<file path="src/rtl/imm_instr_encoder.sv">
`default_nettype none
// ============================================================================
// Module   : imm_instr_encoder
// Purpose  : Packs decoded RV64 LOAD / STORE / BRANCH fields plus a 64-bit
//            signed immediate into a 32-bit instruction word, rejects
//            immediates that do not fit the format, and tags every emitted
//            word with a running byte address for instruction-memory writes.
//            Valid/ready on both sides, one output register stage.
// Options  : define ENC_RTYPE_EN to encode fmt 2'b11 as an R-type word
//            (funct7 taken from in_imm[6:0]); otherwise fmt 2'b11 is rejected.
// Revision : 1.0  initial release
// ============================================================================
module imm_instr_encoder #(
    parameter int          ADDR_W    = 10,
    parameter int unsigned BASE_ADDR = 0
) (
    input  logic              clk,
    input  logic              rst_n,
    input  logic              restart,
    input  logic              in_valid,
    output logic              in_ready,
    input  logic [1:0]        in_fmt,
    input  logic [4:0]        in_rd,
    input  logic [4:0]        in_rs1,
    input  logic [4:0]        in_rs2,
    input  logic [2:0]        in_funct3,
    input  logic [63:0]       in_imm,
    output logic              out_valid,
    input  logic              out_ready,
    output logic [31:0]       out_instr,
    output logic [ADDR_W-1:0] out_addr,
    output logic              err_pulse,
    output logic [7:0]        err_cnt
);

    localparam logic [1:0]        c_FMT_LOAD   = 2'b00;
    localparam logic [1:0]        c_FMT_STORE  = 2'b01;
    localparam logic [1:0]        c_FMT_BRANCH = 2'b10;
    localparam logic [6:0]        c_OPC_LOAD   = 7'b0000011;
    localparam logic [6:0]        c_OPC_STORE  = 7'b0100011;
    localparam logic [6:0]        c_OPC_BRANCH = 7'b1100011;
`ifdef ENC_RTYPE_EN
    localparam logic [6:0]        c_OPC_RTYPE  = 7'b0110011;
`endif
    localparam logic [ADDR_W-1:0] c_BASE       = ADDR_W'(BASE_ADDR);
    localparam logic [ADDR_W-1:0] c_STEP       = ADDR_W'(4);
    localparam logic [7:0]        c_CNT_MAX    = 8'hFF;

    logic              r_out_valid;
    logic [31:0]       r_out_instr;
    logic [ADDR_W-1:0] r_out_addr;
    logic [ADDR_W-1:0] r_next_addr;
    logic              r_err_pulse;
    logic [7:0]        r_err_cnt;

    logic              w_accept;
    logic              w_legal;
    logic [31:0]       w_instr;
    logic              w_fits12;   // sign-extension of a 12-bit value
    logic              w_fits13;   // sign-extension of a 13-bit value

    // Upstream may only hand over a field set when the output slot is free or
    // draining this cycle; restart blocks acceptance so the address reload
    // never races with an address capture.
    assign in_ready = (!r_out_valid || out_ready) && !restart;
    assign w_accept = in_valid && in_ready;

    assign w_fits12 = (&in_imm[63:11]) || (~|in_imm[63:11]);
    assign w_fits13 = (&in_imm[63:12]) || (~|in_imm[63:12]);

    // Format-dependent legality check and bit packing of the instruction word.
    always_comb begin
        w_legal = 1'b0;
        w_instr = 32'h0000_0000;
        unique case (in_fmt)
            c_FMT_LOAD: begin
                w_legal = w_fits12;
                w_instr = {in_imm[11:0], in_rs1, in_funct3, in_rd, c_OPC_LOAD};
            end
            c_FMT_STORE: begin
                w_legal = w_fits12;
                w_instr = {in_imm[11:5], in_rs2, in_rs1, in_funct3,
                           in_imm[4:0], c_OPC_STORE};
            end
            c_FMT_BRANCH: begin
                // Branch offsets are half-word aligned; bit 0 is not encodable.
                w_legal = w_fits13 && !in_imm[0];
                w_instr = {in_imm[12], in_imm[10:5], in_rs2, in_rs1, in_funct3,
                           in_imm[4:1], in_imm[11], c_OPC_BRANCH};
            end
            default: begin
`ifdef ENC_RTYPE_EN
                // funct7 is carried in the low immediate bits; it is unsigned.
                w_legal = ~|in_imm[63:7];
                w_instr = {in_imm[6:0], in_rs2, in_rs1, in_funct3, in_rd,
                           c_OPC_RTYPE};
`else
                w_legal = 1'b0;
                w_instr = 32'h0000_0000;
`endif
            end
        endcase
    end

    // Output register, address counter and reject bookkeeping.
    always_ff @(posedge clk or negedge rst_n) begin
        if (!rst_n) begin
            r_out_valid <= 1'b0;
            r_out_instr <= 32'h0000_0000;
            r_out_addr  <= '0;
            r_next_addr <= c_BASE;
            r_err_pulse <= 1'b0;
            r_err_cnt   <= 8'h00;
        end else begin
            r_err_pulse <= w_accept && !w_legal;

            if (w_accept && w_legal) begin
                r_out_valid <= 1'b1;
                r_out_instr <= w_instr;
                r_out_addr  <= r_next_addr;
                r_next_addr <= r_next_addr + c_STEP;
            end else if (r_out_valid && out_ready) begin
                r_out_valid <= 1'b0;
            end

            // restart forces in_ready low, so it never coincides with a capture.
            if (restart) begin
                r_next_addr <= c_BASE;
            end

            if (w_accept && !w_legal && (r_err_cnt != c_CNT_MAX)) begin
                r_err_cnt <= r_err_cnt + 8'h01;
            end
        end
    end

    assign out_valid = r_out_valid;
    assign out_instr = r_out_instr;
    assign out_addr  = r_out_addr;
    assign err_pulse = r_err_pulse;
    assign err_cnt   = r_err_cnt;

endmodule
`default_nettype wire

</file>
<file path="config.mk">
export PLATFORM = sky130hd
export DESIGN_NAME = imm_instr_encoder
export DESIGN_NICKNAME = d
export VERILOG_FILES = /design/src/rtl/imm_instr_encoder.sv
export SDC_FILE = /design/constraint.sdc
export NUM_CORES = 1
export LEC_CHECK = 0
export BUFFER_PORTS_ARGS = -buffer_cell sky130_fd_sc_hd__buf_2
export CORE_MARGIN = 4
export CORE_UTILIZATION = 50
export CTS_CLUSTER_SIZE = 16
export DETAILED_ROUTE_END_ITERATION = 10
export PLACE_DENSITY = 0.95
export SYNTH_ARGS = -nofsm -noshare
export SYNTH_HDL_FRONTEND = slang
export SYNTH_SLANG_ARGS = --single-unit
</file>
<file path="constraint.sdc">
create_clock -name clk -period 3.09 [get_ports clk]
set_input_delay 0.927 -clock clk [delete_from_list [all_inputs] [get_ports clk]]
set_output_delay 0.927 -clock clk [all_outputs]
set_load 0.02 [all_outputs]
</file>
==> metrics, run 1 <==
ys async rst share=100.0%; Hold Path Class=reg2reg; first-pass GRT wire length=approximately 13 mm; H-tree lvl count=2; initial antenna violation count=0; Hold Buf Count CTS=0; I/O pin count=between 100 and 150; final WL=just under 8 mm; RSZ-0062 raised after global routing=false; worst hold path endpoint=out_instr[5]$_DFFE_PN0P_; Die X=about 83 µm; Top FF cell, synth=dfrtp_1; clk_lat worst skew=~0.3 ns; family with the most delay on the worst path=simple AND/OR/NAND/NOR gates; peak supply drop=between 200 and 300 µV; Hold Crit Depth=1; status=complete, no violations; Final Hold Fails=0; xor/xnor cell area share of the yosys netlist=1.846%; Avg Vias per Cell=5.547; largest net degree at the start of global routing=31; IO Port Bufs=around 140; first drt pass iteration count=4; Hold Slack=0.5170 ns; Final HPWL DP=roughly 6.3 mm; CTS tree=done; crit path max-delay cell type=or4_1; CP bufs+invs=2; Mapped Cells=roughly 280; worst-case reg-to-reg path depth=7; critical path data required time=3.28 ns; drc violations=0; TritonCTS Buffers=5; minimum clock period=~3.0 ns; yosys warns=0; vias in the first global route=2777; Simple-Gate Fraction of Synth Area=between 20% and 30%; Post-Synth Adder-Cell Area=around 3.5%; layout cells sized above 1=about 45%; P_leak=1.956 nW; GRT overflow=0; worst hold start=out_instr[5]$_DFFE_PN0P_; initial core utilization=51.69%; vias=2740; std cell rows=27; Ant. Diodes=0; drt wl/cell=roughly 16 µm; root buf cell=clkbuf_8; post-place setup slack=-0.2995 ns; Setup WS post-layout=between 0.05 and 0.06 ns; Seq cells post-synth=54; startpoint types=input port; Setup CP Type=in2reg; final setup fails=0; Max FO, Critical Path=30; Slew Viols, Final=0; worst endpoint data arrival time=~3.2 ns; mux cell area share after synthesis=between 10% and 20%; Power Dens Cells=about 400 mW/mm²; Placer Congestion=just under 1; CP max stage delay=around 0.51 ns; Highest Clock Rate=between 0.3 and 0.4 GHz; number of synthesized flops with an enable pin=0; R2R Path Start=out_valid$_DFFE_PN0P_; FF-to-FF setup slack=approximately 1.0 ns; placed insts=between 400 and 500; clk sink count=between 50 and 60; Die Height=about 83 µm; filler cell count=440; Clock Tree Buf Depth=2; relative slew slack=33.74%; Worst-Margin Slew=0.9903 ns; Iter 0 DRT Violations=140; syn_area_per_cell=~10 µm²; core area=roughly 0.0055 mm²; critical path, cell by cell=buf_2 > or4_1 > a211oi_1 > or4b_4 > a211oi_4 > buf_12 > nand4_1 > mux2_1; final non-filler cell total=~500; max_cap viols=0; die area=0.006964 mm²; area grow syn2layout=32.40%; Final period util=around 98%; post-layout net count=~520; synth unique cells=43; crit end category=flip-flop; All-Layer GR Usage=22.93%; post-route ant nets=0; sequential fraction of the synthesis area=between 40% and 50%; setup clock skew after layout=about 0.0066 ns; Syn Std Cell Area=approximately 0.0028 mm²; post-synthesis compound-gate area fraction=between 8 and 9%; FF-to-FF End=r_next_addr[6]$_DFFE_PN0P_; Reg clk slew, reported paths=0.09 ns; largest family of logic cells by synthesized area=simple AND/OR/NAND/NOR gates
metal layers:
layer | track usage, % | share of wire, % | up-vias | wire length, µm
met5 | 0 | 0 | - | 0
met2 | 38.70 | 49 | 123 | 3892
met1 | 30.59 | 41 | 1315 | 3239
met4 | 4.240 | 1.4 | 0 | 110
met3 | 5.331 | 8.2 | 14 | 649
li1 | - | - | 1288 | -
cell usage after synthesis, types with 2 or more instances:
cell / count / area share (%)
a211oi_1: 3 / 0.79
a21oi_1: 2 / 0.35
a22oi_1: 9 / 2.4
buf_4: 7 / 1.8
buf_6: 4 / 1.6
clkbuf_1: 5 / 0.66
dfrtp_1: 54 / 47
ha_1: 8 / 3.5
inv_1: 19 / 2.5
mux2_1: 2 / 0.79
mux2_2: 24 / 9.5
mux2i_1: 3 / 1.1
nand2_1: 7 / 0.92
nand2b_1: 3 / 0.66
nand3_1: 19 / 3.3
nand4_1: 20 / 4.4
nor2_1: 21 / 2.8
nor2b_1: 4 / 0.88
nor3_1: 3 / 0.53
nor4_1: 16 / 3.5
o21ai_0: 11 / 1.9
o21ai_1: 4 / 0.70
or2_2: 2 / 0.44
or4_1: 2 / 0.53
xor2_1: 5 / 1.5
flip-flops by register name, indices dropped and copies added (netlist names):
name / count
r_next_addr: 8
err_pulse: 1
out_addr: 8
err_cnt: 8
out_valid: 1
out_instr: 28
power breakdown:
group	total [W]	switching (W)	internal, W
Sequential	0.000814	0.0000635	0.000751
Clock	0.000386	0.000228	0.000157
Combinational	0.000342	0.000202	0.000140
layout make-up:
type	count	area, µm²	share of cell area [%]
clock buffer	5	68.82	1.826
clock inverter	2	13.76	0.3652
inverter	19	71.32	1.892
multi-input combinational	189	1345	35.69
sequential	54	1351	35.86
tap	72	90.09	2.390
timing repair buffer	153	828.3	21.98
placed cells by master (no fill, tap or decap), types with 3 or more instances in the layout:
master	netlist	layout
ha_1	8	8
mux2i_1	3	3
conb_1	1	5
o21ai_0	11	11
dfrtp_1	54	54
a22oi_1	9	9
nor3_1	3	3
buf_4	7	15
inv_1	19	19
nor2_1	21	21
nand3_1	19	19
mux2_4	0	7
mux2_2	24	17
nor2b_1	4	4
buf_2	0	136
a211oi_1	3	3
nand2b_1	3	3
clkbuf_8	0	5
nand2_1	7	7
nand4_1	20	20
o21ai_1	4	4
nor4_1	16	16
xor2_1	5	5
cell families after synthesis:
group                      Yosys count
buffers and inverters               36
AOI/OAI and AO/OA                   37
DFF                                 54
muxes                               29
and+or+nand+nor                    104
other                                1
adders and majority gates            8
xor gates and xnor gates             6
worst max-delay path by stage:
stage / start / to / slack [ns] / depth (start not counted)
floorplan: in_imm[29] / out_addr[2]$_DFFE_PN0P_ / -0.03 / 6
global placement: in_imm[29] / out_instr[15]$_DFFE_PN0P_ / -0.23 / 9
detailed placement: in_imm[29] / out_instr[18]$_DFFE_PN0P_ / -0.30 / 9
CTS: in_imm[29] / out_instr[25]$_DFFE_PN0P_ / 0.02 / 9
global route: in_imm[29] / out_instr[28]$_DFFE_PN0P_ / 0.01 / 9
finish: in_imm[29] / r_next_addr[6]$_DFFE_PN0P_ / 0.06 / 8
through the flow:
stage          cell area [µm²]  utilization (%)  total power (W)  TNS, ns
3_5_place_dp              3679            66.80         0.001166   -8.983
5_1_grt                   3769            68.44         0.001625        0
2_1_floorplan             2892                -        0.0009907  -0.5609
6_report                  3769            68.44         0.001542        0
3_3_place_gp              3679            66.80         0.001144   -7.489
4_1_cts                   3761            68.30         0.001550        0
timing repair:
action / in CTS / in global routing
gates resized for setup: 0 / 2
buffers inserted: 0 / 0
endpoints found under the setup margin: 0 / 15
Power figures use the tool's default switching activity.
==> run 2, diff against run 1 <==
SETUP_SLACK_MARGIN = 0.1   (was default)
==> run 2 against run 1 <==
Effect of this change: flip-flop and latch count stayed put; count of clock-buffer cells in the layout stayed put; via count is 0.84% higher; setup slack better by 0.048 ns; final cell count is 1.8% higher; global-route usage is 0.70 points higher.
==> metrics, run 2 (same netlist as run 1, synthesis figures left out) <==
CP max stage delay=0.53 ns (+0.02 ns); Placer Congestion=0.9807 (about the same); relative slew slack=59.12% (+25 points); Ant. Diodes=0 (unchanged); GRT overflow=0 (unchanged); first drt pass iteration count=5 (+1); Hold Buf Count CTS=0 (unchanged); startpoint types=input port; drt wl/cell=16.53 µm (+3.5%); final setup fails=0 (unchanged); Die X=83.45 µm (unchanged); Setup CP Type=in2reg; layout cells sized above 1=50.12% (+5.3 points); die area=0.006964 mm² (unchanged); crit end category=flip-flop; cell internal pwr=0.001055 W (+0.66%); wire length on met2=4.192 mm (+7.7%); minimum clock period=2.986 ns (-0.04761 ns); Clock Tree Buf Depth=2 (unchanged); first-pass GRT wire length=13.54 mm (+1.7%); setup clock skew after layout=0.005585 ns (-0.0009745 ns); root buf cell=clkbuf_8; clk_lat worst skew=0.30 ns (about the same); Slew Viols, Final=0 (unchanged); status=complete, no violations; Die Height=83.45 µm (unchanged); post-layout net count=527 (+1.5%); critical path, cell by cell=buf_6 > or4_4 > a211oi_2 > or4b_4 > a211oi_4 > buf_12 > buf_12 > mux2_4; Highest Clock Rate=0.3349 GHz (+1.6%); sw frac=31.95% (-0.061 points); CTS tree=done; initial core utilization=51.69% (unchanged); drc violations=0 (unchanged); IO Port Bufs=136 (unchanged); Final Hold Fails=0 (unchanged); Switch Pwr=0.0004954 W (+0.38%); Iter 0 DRT Violations=178 (+27%); clk sink count=54 (unchanged); RSZ-0062 raised after global routing=true; met1 wire length=3.260 mm (+0.65%); H-tree lvl count=2 (unchanged); Hold Path Class=reg2reg; worst endpoint data arrival time=3.18 ns (-0.04 ns); Final period util=96.63% (-1.5 points); Clock Power Share=25.1% (about the same); post-route ant nets=0 (unchanged); utilization after layout=72.98% (+4.5 points); peak supply drop=341.4 µV (+30%); max_cap viols=0 (unchanged); Max FO, Critical Path=10 (-67%); final WL=8.314 mm (+5.4%); Final HPWL DP=6.591 mm (+5.4%); Reg clk slew, reported paths=0.09 ns (about the same); most frequent cells in the layout=buf_2, dfrtp_1, nor2_1; sequential power share=52.3% (-0.5 points); post-place setup slack=-0.2816 ns (+0.01790 ns); TritonCTS Buffers=5 (unchanged); Worst-Margin Slew=0.6132 ns (-0.3771 ns); Setup WS post-layout=0.1043 ns (+0.04761 ns); vias in the first global route=2839 (+2.2%); I/O pin count=142 (unchanged); met3 WL=633 µm (-2.5%); crit path max-delay cell type=or4_4; commonest non-fill, non-tap cell in the layout=buf_2; P_leak=2.031 nW (+3.9%); vias=2763 (+0.84%); std cell rows=27 (unchanged); area grow syn2layout=41.19%; Avg Vias per Cell=5.493 (-0.96%); core area=0.005507 mm² (unchanged); critical path data required time=3.28 ns (about the same); Largest register FFs=28 (unchanged); critical path's most frequent cell=buf_12; part of the power in combinational logic=22.6% (+0.4 points); DR top layer=met4; Power Dens Cells=385.9 mW/mm² (-5.7%); initial antenna violation count=0 (unchanged); All-Layer GR Usage=23.63% (+0.70 points); largest net degree at the start of global routing=30 (-3.2%)
==> run 2: worst max-delay path, delay by kind of cell <==
family                 cells  cell delay, ns
AOI/OAI and AO/OA          2            0.48
buffers and inverters      3            0.41
muxes                      1            0.31
and+or+nand+nor            2            1.04
==> run 2: stage by stage <==
step	instance area (µm²)	hold slack [ns]	total power (W)	std cells	setup TNS (ns)
finish	4019	0.5159	0.001551	503	0
global route	4019	0.5292	0.001642	503	0
global placement	3836	0.4870	0.001149	495	-6.388
floorplan	2952	0.4814	0.0009933	279	-0.5393
detailed placement	3836	0.4930	0.001171	495	-11.39
CTS	3930	0.5147	0.001555	503	0
==> run 2: final timing paths <==
check                                        endpoint  slack, ns                      from  cells after the start
max                          out_instr[8]$_DFFE_PN0P_       0.10                in_imm[29]                      8
min                          out_instr[6]$_DFFE_PN0P_       0.52  out_instr[6]$_DFFE_PN0P_                      1
max reg2reg                  out_instr[8]$_DFFE_PN0P_       1.07     out_valid$_DFFE_PN0P_                      7
min reg2reg                  out_instr[6]$_DFFE_PN0P_       0.52  out_instr[6]$_DFFE_PN0P_                      1
max in group asynchronous  r_next_addr[6]$_DFFE_PN0P_       1.69                     rst_n                      2
min in group asynchronous      err_cnt[0]$_DFFE_PN0P_       0.62                     rst_n                      1
==> run 2: what timing repair did <==
item	4_1_cts	5_1_grt
endpoints found under the setup margin	30	48
gates cloned	0	0
gates resized for setup	1	21
hold endpoints to repair	0	0
setup buffers	0	0
==> run 2: metal layers <==
layer / vias up / GRT usage, %
met5: - / 0
met4: 0 / 7.456
met3: 22 / 4.936
met2: 134 / 41.11
met1: 1308 / 29.46
li1: 1299 / -
==> run 2: cell type report <==
type,instances,area (µm²)
fill,411,1488
multi-input combinational,189,1478
sequential,54,1351
timing repair buffer,161,938.4
tap,72,90.09
inverter,19,71.32
clock buffer,5,68.82
clock inverter,3,21.27
==> run 2: power by group through the flow <==
stage | registers (W) | clock network, W | logic, W
2_1_floorplan | 0.000868 | 0 | 0.000125
3_3_place_gp | 0.000817 | 0 | 0.000332
3_5_place_dp | 0.000824 | 0 | 0.000347
4_1_cts | 0.000809 | 0.000399 | 0.000347
5_1_grt | 0.000818 | 0.000437 | 0.000386
6_report | 0.000811 | 0.000390 | 0.000350
==> run 3, diff against run 2 <==
ABC_AREA = 1   (was default)
CORE_UTILIZATION = 52   (was 50)
==> run 3 against run 2 <==
Effect of this change: first-iteration DRC count up 12%; area after synthesis rose by 15%; flip-flop and latch count is the same; setup slack better by 0.65 ns; clock skew increased by 0.00081 ns; register-to-register slack improved by 0.23 ns; critical path type is now in2out; critical endpoint is now in_ready.
==> metrics, run 3 <==
syn_area_per_cell=6.866 µm² (-34%); peak supply drop=232.0 µV (-32%); minimum clock period=2.341 ns (-0.6451 ns); TritonCTS Buffers=5 (unchanged); clk sink count=54 (unchanged); area grow syn2layout=24.08%; drc violations=0 (unchanged); post-route ant nets=0 (unchanged); Worst-Margin Slew=0.6889 ns (+0.07579 ns); Top FF cell, synth=dfrtp_1; final WL=8.513 mm (+2.4%); initial antenna violation count=0 (unchanged); critical path data required time=2.16 ns (-1.12 ns); Hold Buf Count CTS=0 (unchanged); Post CTS Setup Buffer Count=0 (unchanged); RSZ-0062 raised after global routing=false; Final Hold Fails=0 (unchanged); final non-filler cell total=682 (+36%); Largest register FFs=28 (unchanged); R2R Path Start=err_cnt[0]$_DFFE_PN0P_; relative slew slack=53.79% (-5.3 points); FF-to-FF setup slack=1.30 ns (+0.23 ns); number of synthesized flops with an enable pin=0 (unchanged); worst-case reg-to-reg path depth=8 (+1); Avg Vias per Cell=5.098 (-7.2%); commonest non-fill, non-tap cell in the layout=nand2_1; Final period util=75.75% (-21 points); placed insts=675 (+36%); synth unique cells=23 (-47%); FF-to-FF End=err_cnt[1]$_DFFE_PN0P_; end of the critical path=in_ready; max_cap viols=0 (unchanged); Seq cells post-synth=54 (unchanged); Syn Std Cell Area=0.003268 mm² (+15%); Highest Clock Rate=0.4272 GHz (+28%); Placer Congestion=0.8019 (-18%); All-Layer GR Usage=21.99% (-1.6 points); final setup fails=0 (unchanged); crit end category=output port; most frequent cells in the layout=nand2_1, buf_2, nor2_1; Ant. Diodes=0 (unchanged); sequential fraction of the synthesis area=41.35% (-6.1 points); top cells by area, synth=dfrtp_1, nand2_1, o21ai_0, nor2_1, inv_1; post-layout net count=704 (+34%); filler cell count=558 (+36%); IO Port Bufs=136 (unchanged); largest area contributor in the netlist=dfrtp_1; Clock Tree Buf Depth=2 (unchanged); std cell rows=28 (+3.7%); I/O pin count=142 (unchanged); area share of the largest cell type after synthesis=41.35% (-6.1 points); core area=0.006026 mm² (+9.4%); Final TNS setup=0 ns (unchanged); Hold Path Class=reg2reg; startpoint types=input port; initial core utilization=54.24% (+2.5 points); Iter 0 DRT Violations=199 (+12%); vias in the first global route=3256 (+15%); Die X=87.28 µm (+4.6%); Die Height=87.28 µm (+4.6%); Mapped Cells=476 (+73%); Slew Viols, Final=0 (unchanged); P_leak=2.333 nW (+15%); GRT overflow=0 (unchanged); die area=0.007617 mm² (+9.4%); Final HPWL DP=6.784 mm (+2.9%); worst endpoint data arrival time=1.41 ns (-1.77 ns); Reg clk slew, reported paths=0.08 ns (about the same); ys async rst share=100.0% (unchanged); vias=3477 (+26%); PostCTS Resize Cnt=0 (-1); drt wl/cell=12.48 µm (-24%); first drt pass iteration count=6 (+1); Max FO, Critical Path=3 (-7); setup clock skew after layout=0.006396 ns (+0.0008109 ns); largest net degree at the start of global routing=77 (+160%); root buf cell=clkbuf_8; H-tree lvl count=2 (unchanged); first-pass GRT wire length=13.59 mm (+0.41%); CTS tree=done; commonest cells in the netlist=nand2_1, nor2_1, dfrtp_1, inv_1, o21ai_0; most numerous cell in the Yosys netlist=nand2_1; status=complete, no violations; clk_lat worst skew=0.30 ns (about the same); yosys warns=0 (unchanged); Setup CP Type=in2out; CP startpoint=restart; Power Dens Cells=349.7 mW/mm² (-9.4%); layout cells sized above 1=24.22% (-26 points)
run 3: cell count changes after synthesis, sizes merged, moves of 4 or more:
cell,change
o21ai,+33
nor2b,-4
mux2,-26
clkinv,+4
nand4,-7
a211oi,-4
nand3,+12
nor2,+40
nor4,-16
a22oi,-9
nand2,+162
inv,+31
xor2,+5
run 3: layout make-up:
type,instances,area [µm²],share of cell area (%)
Sequential cell,54,1351,33.32
Multi-Input combinational cell,354,1619,39.93
Tap cell,75,93.84,2.314
Inverter,54,202.7,4.998
Clock inverter,1,7.507,0.1851
Clock buffer,6,72.57,1.790
Timing Repair Buffer,138,708.2,17.46
run 3: kinds of logic after synthesis:
logic type,share of synthesized area (%)
buffers and inverters,9.571
xor gates and xnor gates,2.948
and+or+nand+nor,35.22
other,0.1147
DFF,41.35
adders and majority gates,3.063
AOI/OAI and AO/OA,7.733
run 3: how the worst min path moves through the flow:
stage / from / endpoint / cells past startpoint
after floorplan: r_next_addr[9]$_DFFE_PN0P_ / r_next_addr[9]$_DFFE_PN0P_ / 2
after global placement: out_instr[20]$_DFFE_PN0P_ / out_instr[20]$_DFFE_PN0P_ / 2
after detailed placement: out_instr[27]$_DFFE_PN0P_ / out_instr[27]$_DFFE_PN0P_ / 2
after CTS: out_instr[27]$_DFFE_PN0P_ / out_instr[27]$_DFFE_PN0P_ / 2
after global routing: out_addr[8]$_DFFE_PN0P_ / out_addr[8]$_DFFE_PN0P_ / 2
final: out_instr[27]$_DFFE_PN0P_ / out_instr[27]$_DFFE_PN0P_ / 2
run 3: report_power, final:
part / leakage, nW / switching, W / total, W / internal (W)
registers: 0.747 / 0.0000269 / 0.000757 / 0.000731
clock network: 0.0373 / 0.000211 / 0.000367 / 0.000156
logic: 1.55 / 0.000183 / 0.000294 / 0.000111
run 3: routing by layer:
metal / up-vias / global-route usage [%] / routed length (µm) / part of all wire, %
met4: 0 / 5.858 / 110 / 1.3
met3: 17 / 5.203 / 812 / 9.5
met2: 144 / 40.89 / 4253 / 50
met5: - / 0 / 0 / 0
met1: 1578 / 24.94 / 3336 / 39
li1: 1738 / - / - / -
run 3: through the flow:
step / cell area (µm²) / hold slack [ns] / setup WS [ns] / power [W] / util [%]
after floorplan: 3283 / 0.4714 / 0.8457 / 0.0009278 / -
after global placement: 3975 / 0.4610 / 0.6142 / 0.001053 / 65.97
after detailed placement: 3975 / 0.4694 / 0.4709 / 0.001065 / 65.97
after CTS: 4055 / 0.4916 / 0.7444 / 0.001433 / 67.30
after global routing: 4055 / 0.5082 / 0.6013 / 0.001501 / 67.30
final: 4055 / 0.4863 / 0.7494 / 0.001418 / 67.30
run 3: critical path, cell delays in order:
cell and delay [ns]:
buf_2 0.12, nor2_1 0.17, buf_2 0.20
